## config.mk

```make
export PLATFORM = sky130hd
export DESIGN_NAME = wasm_prog_loader_flat
export DESIGN_NICKNAME = d
export VERILOG_FILES = /design/src/rtl/wasm_prog_loader_if.sv /design/src/rtl/wasm_prog_loader.sv /design/src/flat_wrapper.sv
export SDC_FILE = /design/constraint.sdc
export NUM_CORES = 1
export LEC_CHECK = 0
export CORE_MARGIN = 5
export CORE_UTILIZATION = 53
export CTS_BUF_LIST = sky130_fd_sc_hd__clkbuf_8 sky130_fd_sc_hd__clkbuf_16
export DETAILED_ROUTE_END_ITERATION = 10
export PLACE_DENSITY = 0.86
export RECOVER_POWER = 50
export SYNTH_ARGS = -nofsm -noshare
export SYNTH_HDL_FRONTEND = slang
export SYNTH_SLANG_ARGS = --single-unit
```

## constraint.sdc

```tcl
create_clock -name i_clk -period 3.5 [get_ports i_clk]
set_clock_uncertainty 0.05 [all_clocks]
set_input_delay 0.7 -clock i_clk [delete_from_list [all_inputs] [get_ports i_clk]]
set_output_delay 0.7 -clock i_clk [all_outputs]
set_load 0.05 [all_outputs]
```

## src/rtl/wasm_prog_loader_if.sv

```systemverilog
// Loader-side bus of the WASM program loader: byte stream in, instruction-memory
// writes out, core reset/status handshake, and run result.
interface wasm_prog_loader_if #(
    parameter int ADDR_W = 10
);
    logic              i_start;
    logic              i_byte_valid;
    logic [7:0]        i_byte_data;
    logic              i_byte_last;
    logic              o_byte_ready;
    logic              o_mem_we;
    logic [ADDR_W-1:0] o_mem_addr;
    logic [7:0]        o_mem_wdata;
    logic              o_cpu_rst_n;
    logic              i_instr_finish;
    logic              i_instr_error;
    logic              i_stack_exceed;
    logic              i_stack_empty_pop;
    logic              o_done;
    logic [2:0]        o_status;
    logic [31:0]       o_cycle_cnt;
    logic [ADDR_W:0]   o_byte_cnt;

    // The loader itself
    modport slave (
        input  i_start, i_byte_valid, i_byte_data, i_byte_last,
        input  i_instr_finish, i_instr_error, i_stack_exceed, i_stack_empty_pop,
        output o_byte_ready, o_mem_we, o_mem_addr, o_mem_wdata, o_cpu_rst_n,
        output o_done, o_status, o_cycle_cnt, o_byte_cnt
    );

    // Host/core side driving the loader
    modport master (
        output i_start, i_byte_valid, i_byte_data, i_byte_last,
        output i_instr_finish, i_instr_error, i_stack_exceed, i_stack_empty_pop,
        input  o_byte_ready, o_mem_we, o_mem_addr, o_mem_wdata, o_cpu_rst_n,
        input  o_done, o_status, o_cycle_cnt, o_byte_cnt
    );
endinterface

```

## src/rtl/wasm_prog_loader.sv

```systemverilog
// Streams a program into instruction memory, holds the WASM core in reset for
// RST_CYC cycles, then runs it until a status event or timeout and reports the result.
module wasm_prog_loader #(
    parameter int ADDR_W  = 10,
    parameter int RST_CYC = 2,
    parameter int TIMEOUT = 500
) (
    input  logic              i_clk,
    input  logic              i_rst,
    wasm_prog_loader_if.slave bus
);
    localparam int                HOLD_W    = (RST_CYC > 1) ? $clog2(RST_CYC) : 1;
    localparam logic [HOLD_W-1:0] HOLD_LAST = HOLD_W'(RST_CYC - 1);
    localparam logic [31:0]       CYC_LAST  = 32'(TIMEOUT - 1);

    localparam logic [2:0] ST_NONE    = 3'd0;
    localparam logic [2:0] ST_FINISH  = 3'd1;
    localparam logic [2:0] ST_ERROR   = 3'd2;
    localparam logic [2:0] ST_EXCEED  = 3'd3;
    localparam logic [2:0] ST_POP     = 3'd4;
    localparam logic [2:0] ST_TIMEOUT = 3'd5;
    localparam logic [2:0] ST_OVERFLW = 3'd6;

    typedef enum logic [2:0] {
        S_IDLE,
        S_LOAD,
        S_HOLD,
        S_RUN,
        S_DONE
    } state_t;

    state_t state, state_nxt;

    logic              byte_ready;
    logic              mem_we;
    logic [ADDR_W-1:0] mem_addr;
    logic [7:0]        mem_wdata;
    logic              cpu_rst_n;
    logic              done;
    logic [2:0]        status;
    logic [31:0]       cycle_cnt;
    logic [ADDR_W:0]   byte_cnt;
    logic [HOLD_W-1:0] hold_cnt;

    logic accept;
    logic addr_full;
    logic any_stat;

    // Core faults outrank a clean finish when several arrive together
    function automatic logic [2:0] run_status(input logic err, input logic exc,
                                              input logic pop, input logic fin);
        if (err)      return ST_ERROR;
        else if (exc) return ST_EXCEED;
        else if (pop) return ST_POP;
        else if (fin) return ST_FINISH;
        else          return ST_NONE;
    endfunction

    assign accept    = (state == S_LOAD) && bus.i_byte_valid && byte_ready;
    assign addr_full = &byte_cnt[ADDR_W-1:0];
    assign any_stat  = bus.i_instr_error | bus.i_stack_exceed |
                       bus.i_stack_empty_pop | bus.i_instr_finish;

    always_ff @(posedge i_clk) begin
        if (i_rst) state <= S_IDLE;
        else       state <= state_nxt;
    end

    always_comb begin
        state_nxt = state;
        case (state)
            S_IDLE: if (bus.i_start) state_nxt = S_LOAD;
            S_LOAD: begin
                if (accept) begin
                    if (bus.i_byte_last)  state_nxt = S_HOLD;
                    else if (addr_full)   state_nxt = S_DONE;
                end
            end
            S_HOLD: if (hold_cnt == HOLD_LAST) state_nxt = S_RUN;
            S_RUN:  if (any_stat || (cycle_cnt == CYC_LAST)) state_nxt = S_DONE;
            S_DONE: if (bus.i_start) state_nxt = S_LOAD;
            default: state_nxt = S_IDLE;
        endcase
    end

    // Registered outputs: level outputs follow the state being entered
    always_ff @(posedge i_clk) begin
        if (i_rst) begin
            byte_ready <= 1'b0;
            mem_we     <= 1'b0;
            mem_addr   <= '0;
            mem_wdata  <= '0;
            cpu_rst_n  <= 1'b0;
            done       <= 1'b0;
            status     <= ST_NONE;
            cycle_cnt  <= '0;
            byte_cnt   <= '0;
            hold_cnt   <= '0;
        end else begin
            byte_ready <= (state_nxt == S_LOAD);
            cpu_rst_n  <= (state_nxt == S_RUN);
            done       <= (state_nxt == S_DONE);
            mem_we     <= accept;
            hold_cnt   <= (state == S_HOLD) ? hold_cnt + HOLD_W'(1) : '0;

            if (accept) begin
                mem_addr  <= byte_cnt[ADDR_W-1:0];
                mem_wdata <= bus.i_byte_data;
                byte_cnt  <= byte_cnt + 1'b1;
            end

            case (state)
                S_IDLE, S_DONE: begin
                    if (bus.i_start) begin
                        byte_cnt  <= '0;
                        cycle_cnt <= '0;
                        status    <= ST_NONE;
                    end
                end
                S_LOAD: begin
                    if (accept && !bus.i_byte_last && addr_full) status <= ST_OVERFLW;
                end
                S_RUN: begin
                    if (any_stat) begin
                        status <= run_status(bus.i_instr_error, bus.i_stack_exceed,
                                             bus.i_stack_empty_pop, bus.i_instr_finish);
                    end else begin
                        cycle_cnt <= cycle_cnt + 32'd1;
                        if (cycle_cnt == CYC_LAST) status <= ST_TIMEOUT;
                    end
                end
                default: ;
            endcase
        end
    end

    assign bus.o_byte_ready = byte_ready;
    assign bus.o_mem_we     = mem_we;
    assign bus.o_mem_addr   = mem_addr;
    assign bus.o_mem_wdata  = mem_wdata;
    assign bus.o_cpu_rst_n  = cpu_rst_n;
    assign bus.o_done       = done;
    assign bus.o_status     = status;
    assign bus.o_cycle_cnt  = cycle_cnt;
    assign bus.o_byte_cnt   = byte_cnt;
endmodule

```

## src/flat_wrapper.sv

```systemverilog
// flat-port wrapper written by rule: the top's interface ports become plain ports
module wasm_prog_loader_flat 
#(
    parameter int ADDR_W  = 10,
    parameter int RST_CYC = 2,
    parameter int TIMEOUT = 500
)
  (i_clk, i_rst, bus_i_start, bus_i_byte_valid, bus_i_byte_data, bus_i_byte_last, bus_i_instr_finish, bus_i_instr_error, bus_i_stack_exceed, bus_i_stack_empty_pop, bus_o_byte_ready, bus_o_mem_we, bus_o_mem_addr, bus_o_mem_wdata, bus_o_cpu_rst_n, bus_o_done, bus_o_status, bus_o_cycle_cnt, bus_o_byte_cnt);
  wasm_prog_loader_if #(.ADDR_W(ADDR_W)) bus_i ();
  input  logic i_clk;
  input  logic i_rst;
  input wire logic [$bits(bus_i.i_start)-1:0] bus_i_start;
  input wire logic [$bits(bus_i.i_byte_valid)-1:0] bus_i_byte_valid;
  input wire logic [$bits(bus_i.i_byte_data)-1:0] bus_i_byte_data;
  input wire logic [$bits(bus_i.i_byte_last)-1:0] bus_i_byte_last;
  input wire logic [$bits(bus_i.i_instr_finish)-1:0] bus_i_instr_finish;
  input wire logic [$bits(bus_i.i_instr_error)-1:0] bus_i_instr_error;
  input wire logic [$bits(bus_i.i_stack_exceed)-1:0] bus_i_stack_exceed;
  input wire logic [$bits(bus_i.i_stack_empty_pop)-1:0] bus_i_stack_empty_pop;
  output wire logic [$bits(bus_i.o_byte_ready)-1:0] bus_o_byte_ready;
  output wire logic [$bits(bus_i.o_mem_we)-1:0] bus_o_mem_we;
  output wire logic [$bits(bus_i.o_mem_addr)-1:0] bus_o_mem_addr;
  output wire logic [$bits(bus_i.o_mem_wdata)-1:0] bus_o_mem_wdata;
  output wire logic [$bits(bus_i.o_cpu_rst_n)-1:0] bus_o_cpu_rst_n;
  output wire logic [$bits(bus_i.o_done)-1:0] bus_o_done;
  output wire logic [$bits(bus_i.o_status)-1:0] bus_o_status;
  output wire logic [$bits(bus_i.o_cycle_cnt)-1:0] bus_o_cycle_cnt;
  output wire logic [$bits(bus_i.o_byte_cnt)-1:0] bus_o_byte_cnt;
  assign bus_i.i_start = bus_i_start;
  assign bus_i.i_byte_valid = bus_i_byte_valid;
  assign bus_i.i_byte_data = bus_i_byte_data;
  assign bus_i.i_byte_last = bus_i_byte_last;
  assign bus_i.i_instr_finish = bus_i_instr_finish;
  assign bus_i.i_instr_error = bus_i_instr_error;
  assign bus_i.i_stack_exceed = bus_i_stack_exceed;
  assign bus_i.i_stack_empty_pop = bus_i_stack_empty_pop;
  assign bus_o_byte_ready = bus_i.o_byte_ready;
  assign bus_o_mem_we = bus_i.o_mem_we;
  assign bus_o_mem_addr = bus_i.o_mem_addr;
  assign bus_o_mem_wdata = bus_i.o_mem_wdata;
  assign bus_o_cpu_rst_n = bus_i.o_cpu_rst_n;
  assign bus_o_done = bus_i.o_done;
  assign bus_o_status = bus_i.o_status;
  assign bus_o_cycle_cnt = bus_i.o_cycle_cnt;
  assign bus_o_byte_cnt = bus_i.o_byte_cnt;
  wasm_prog_loader #(.ADDR_W(ADDR_W), .RST_CYC(RST_CYC), .TIMEOUT(TIMEOUT)) u_core (.i_clk(i_clk), .i_rst(i_rst), .bus(bus_i));
endmodule
```

==> flow_summary.json <==
{
  "status": "finished, final reports clean",
  "die-area_mm2": 0.00791,
  "via_per_inst": 5.69,
  "synth_nets": 416,
  "die_w_um": 89.0,
  "reg2regPathDepth": 6,
  "via_count": 3170,
  "tns_ns": 0,
  "wl_per_cell_um": 15.3,
  "hold_depth": 1,
  "required_ns": 3.68,
  "rsz0062_at_grt": "no",
  "row_count": 28,
  "routed_wl_mm": 8.51,
  "multiInputGateArea_mm2": 0.00173,
  "regToRegEndpoint": "u_core.bus.o_status[2]",
  "slew_violations": 0,
  "totalPowerFinal_w": 0.00158,
  "setup_violations": 0,
  "num_antenna_cells": 0,
  "max_freq_mhz": 360,
  "drc_errors": 0,
  "rr_startpoint": "u_core.bus.o_cycle_cnt[1]",
  "synth_top_cell_area_share_pct": 43.6,
  "io_pins": 85,
  "netlist_area_mm2": 0.00330,
  "synthTopCellsByArea": "dfxtp_1, a21oi_1, nand2_1",
  "critPathKind": "input pin to register",
  "tightest_slew_ns": 0.797,
  "synth_cell_types": 43,
  "reg2reg_slack_ns": 0.99,
  "postPlaceCellArea_mm2": 0.00419,
  "grt_pass1_wl_mm": 14.0,
  "worstPathArrival_ns": 2.96,
  "cts_sinks": 72,
  "slew_headroom_pct": 46.9,
  "drtIter0Drc": 183,
  "cts_tree": "done",
  "synth_warnings": 0,
  "worstHoldPathType": "register to register",
  "start_kind": "input pin",
  "ir_drop_uv": 246,
  "cts_root_buf": "clkbuf_8",
  "die_h_um": 89.0,
  "grt_max_degree": 29,
  "maxCapViolCount": 0,
  "cp-end-kind": "register",
  "syn_inst": 397,
  "ant_nets": 0,
  "clk_latency_ns": 0.34,
  "htree_levels": 3,
  "fin_crit_ns": 2.78,
  "final_cell_area_mm2": 0.00435,
  "async_flop_share_pct": 0,
  "core_area_mm2": 0.00599,
  "dpl_worst_slack_ns": 0.748,
  "first_pass_iters": 5,
  "hp-start": "u_core.hold_cnt",
  "ff_latch_area_mm2": 0.00144,
  "cts.repair.resized": 0,
  "synth_edf_count": 0,
  "nNetsFinal": 497,
  "yosysMostFrequentCell": "dfxtp_1",
  "yosysTopAreaCell": "dfxtp_1",
  "area_delta_synth_final_pct": 31.7,
  "drive_above_1_share_pct": 5.60,
  "port_buffers": 84,
  "synth_top_cells_by_count": "dfxtp_1, nand2_1, nor2_1, a21oi_1, nand4_1",
  "ys_ff_latch": 72,
  "dpl.hpwl_mm": 5.81,
  "postCtsSetupBuffers": 0,
  "layout_setup_ws_ns": 0.724,
  "antenna_found_initial": 0,
  "grt.overflow.total": 0,
  "min_to": "u_core.hold_cnt",
  "p_leak_nw": 1.54,
  "place_congestion": 0.798,
  "worst-path-max-fanout": 16,
  "hold_violations": 0,
  "clk_pin_slew_worst_paths_ns": 0.07,
  "finalCritPeriodShare_pct": 79.3,
  "power_density_mw_per_mm2": 362,
  "synth_flop_cell": "dfxtp_1",
  "initial_core_util_pct": 55.2,
  "clock_path_buffers": 2,
  "grt_pass1_vias": 3059,
  "grt_usage_pct": 22.4,
  "cts-buffers-inserted": 9,
  "cts-hold-fix-buffers": 0,
  "syn_avg_cell_area_um2": 8.32,
  "nFillCells": 453,
  "ys_seq_area_share_pct": 43.6
}
==> worst max-delay path, stage by stage <==
cell,delay [ns]
dlygate4sd3_1,0.63
nor4_4,0.34
a21o_1,0.25
clkbuf_1,0.57
nand4_1,0.22
xor2_1,0.18
nor2_1,0.06
==> layout by cell type (no fill, tap or decap), drive strengths merged, types with 3 or more instances in the layout <==
cell type and n:
nand2b 7, nor4 11, clkinv 3, nor2 49
dfxtp 72, and3 3, and2 3, xnor2 12
and4 4, nand3 9, nor4b 3, inv 9
or3 9, nor3 9, xor2 18, o21a 5
clkbuf 14, nand2 54, clkdlybuf4s50 49, dlygate4sd3 35
a21oi 41, o21ai 14, nand4 27
==> logic make-up (layout without fill, tap and decap cells) <==
family / after synthesis / in the layout / synth area share (%)
AND/OR/NAND/NOR: 201 / 201 / 33.1
XOR/XNOR: 30 / 30 / 7.95
adder cells (fa/ha/maj): 2 / 2 / 0.757
buffers and inverters: 27 / 112 / 3.98
AO/OA/AOI/OAI: 65 / 65 / 10.6
flip-flops: 72 / 72 / 43.6
==> how the worst max path moves through the flow <==
stage	from	to	slack [ns]	cells after the start
final	bus_i_instr_error	u_core.bus.o_cycle_cnt[18]	0.72	7
after floorplan	u_core.bus.o_byte_cnt[0]	u_core.bus.o_done	1.31	5
after global routing	bus_i_instr_error	u_core.bus.o_cycle_cnt[20]	0.58	7
after detailed placement	bus_i_instr_error	u_core.bus.o_status[2]	0.75	6
after global placement	bus_i_instr_error	u_core.bus.o_status[2]	0.81	6
after CTS	u_core.bus.o_cycle_cnt[1]	u_core.bus.o_status[2]	1.01	6
==> final cells by class <==
class                      instances  share of cell area [%]
multi-input combinational        298                    39.6
tap                               75                    2.16
timing repair buffer              89                    20.1
sequential                        72                    33.1
inverter                           8                   0.690
clock buffer                      10                    3.16
clock inverter                     5                    1.12
==> registers in the layout, summed over array words and instances, names as in the netlist <==
name                     cells
u_core.bus.o_status          3
u_core.bus.o_byte_ready      1
u_core.bus.o_cycle_cnt      32
u_core.bus.o_mem_we          1
u_core.bus.o_byte_cnt       11
u_core.bus.o_mem_addr       10
u_core.bus.o_mem_wdata       8
u_core.bus.o_cpu_rst_n       1
u_core.state                 3
u_core.bus.o_done            1
u_core.hold_cnt              1
==> where the power goes <==
group          internal (W)  leakage, nW  total [W]  switching (W)
Clock              0.000339        0.103   0.000636       0.000298
Sequential         0.000825        0.581   0.000833     0.00000784
Combinational     0.0000402        0.851   0.000106      0.0000657
==> through the flow <==
stage | instances | utilization (%) | hold WS [ns]
2_1_floorplan | 397 | - | 0.349
4_1_cts | 557 | 73.0 | 0.399
3_3_place_gp | 542 | 69.9 | 0.361
5_1_grt | 557 | 72.7 | 0.404
6_report | 557 | 72.7 | 0.400
3_5_place_dp | 542 | 69.9 | 0.369
==> routing by layer <==
metal,track usage (%),part of all wire [%],up-vias
li1,-,-,1555
met4,7.58,1.2,0
met2,38.0,49,97
met3,3.96,6.2,9
met1,28.7,43,1509
met5,0,0,-
No activity file was read; power rests on OpenSTA's default activity.
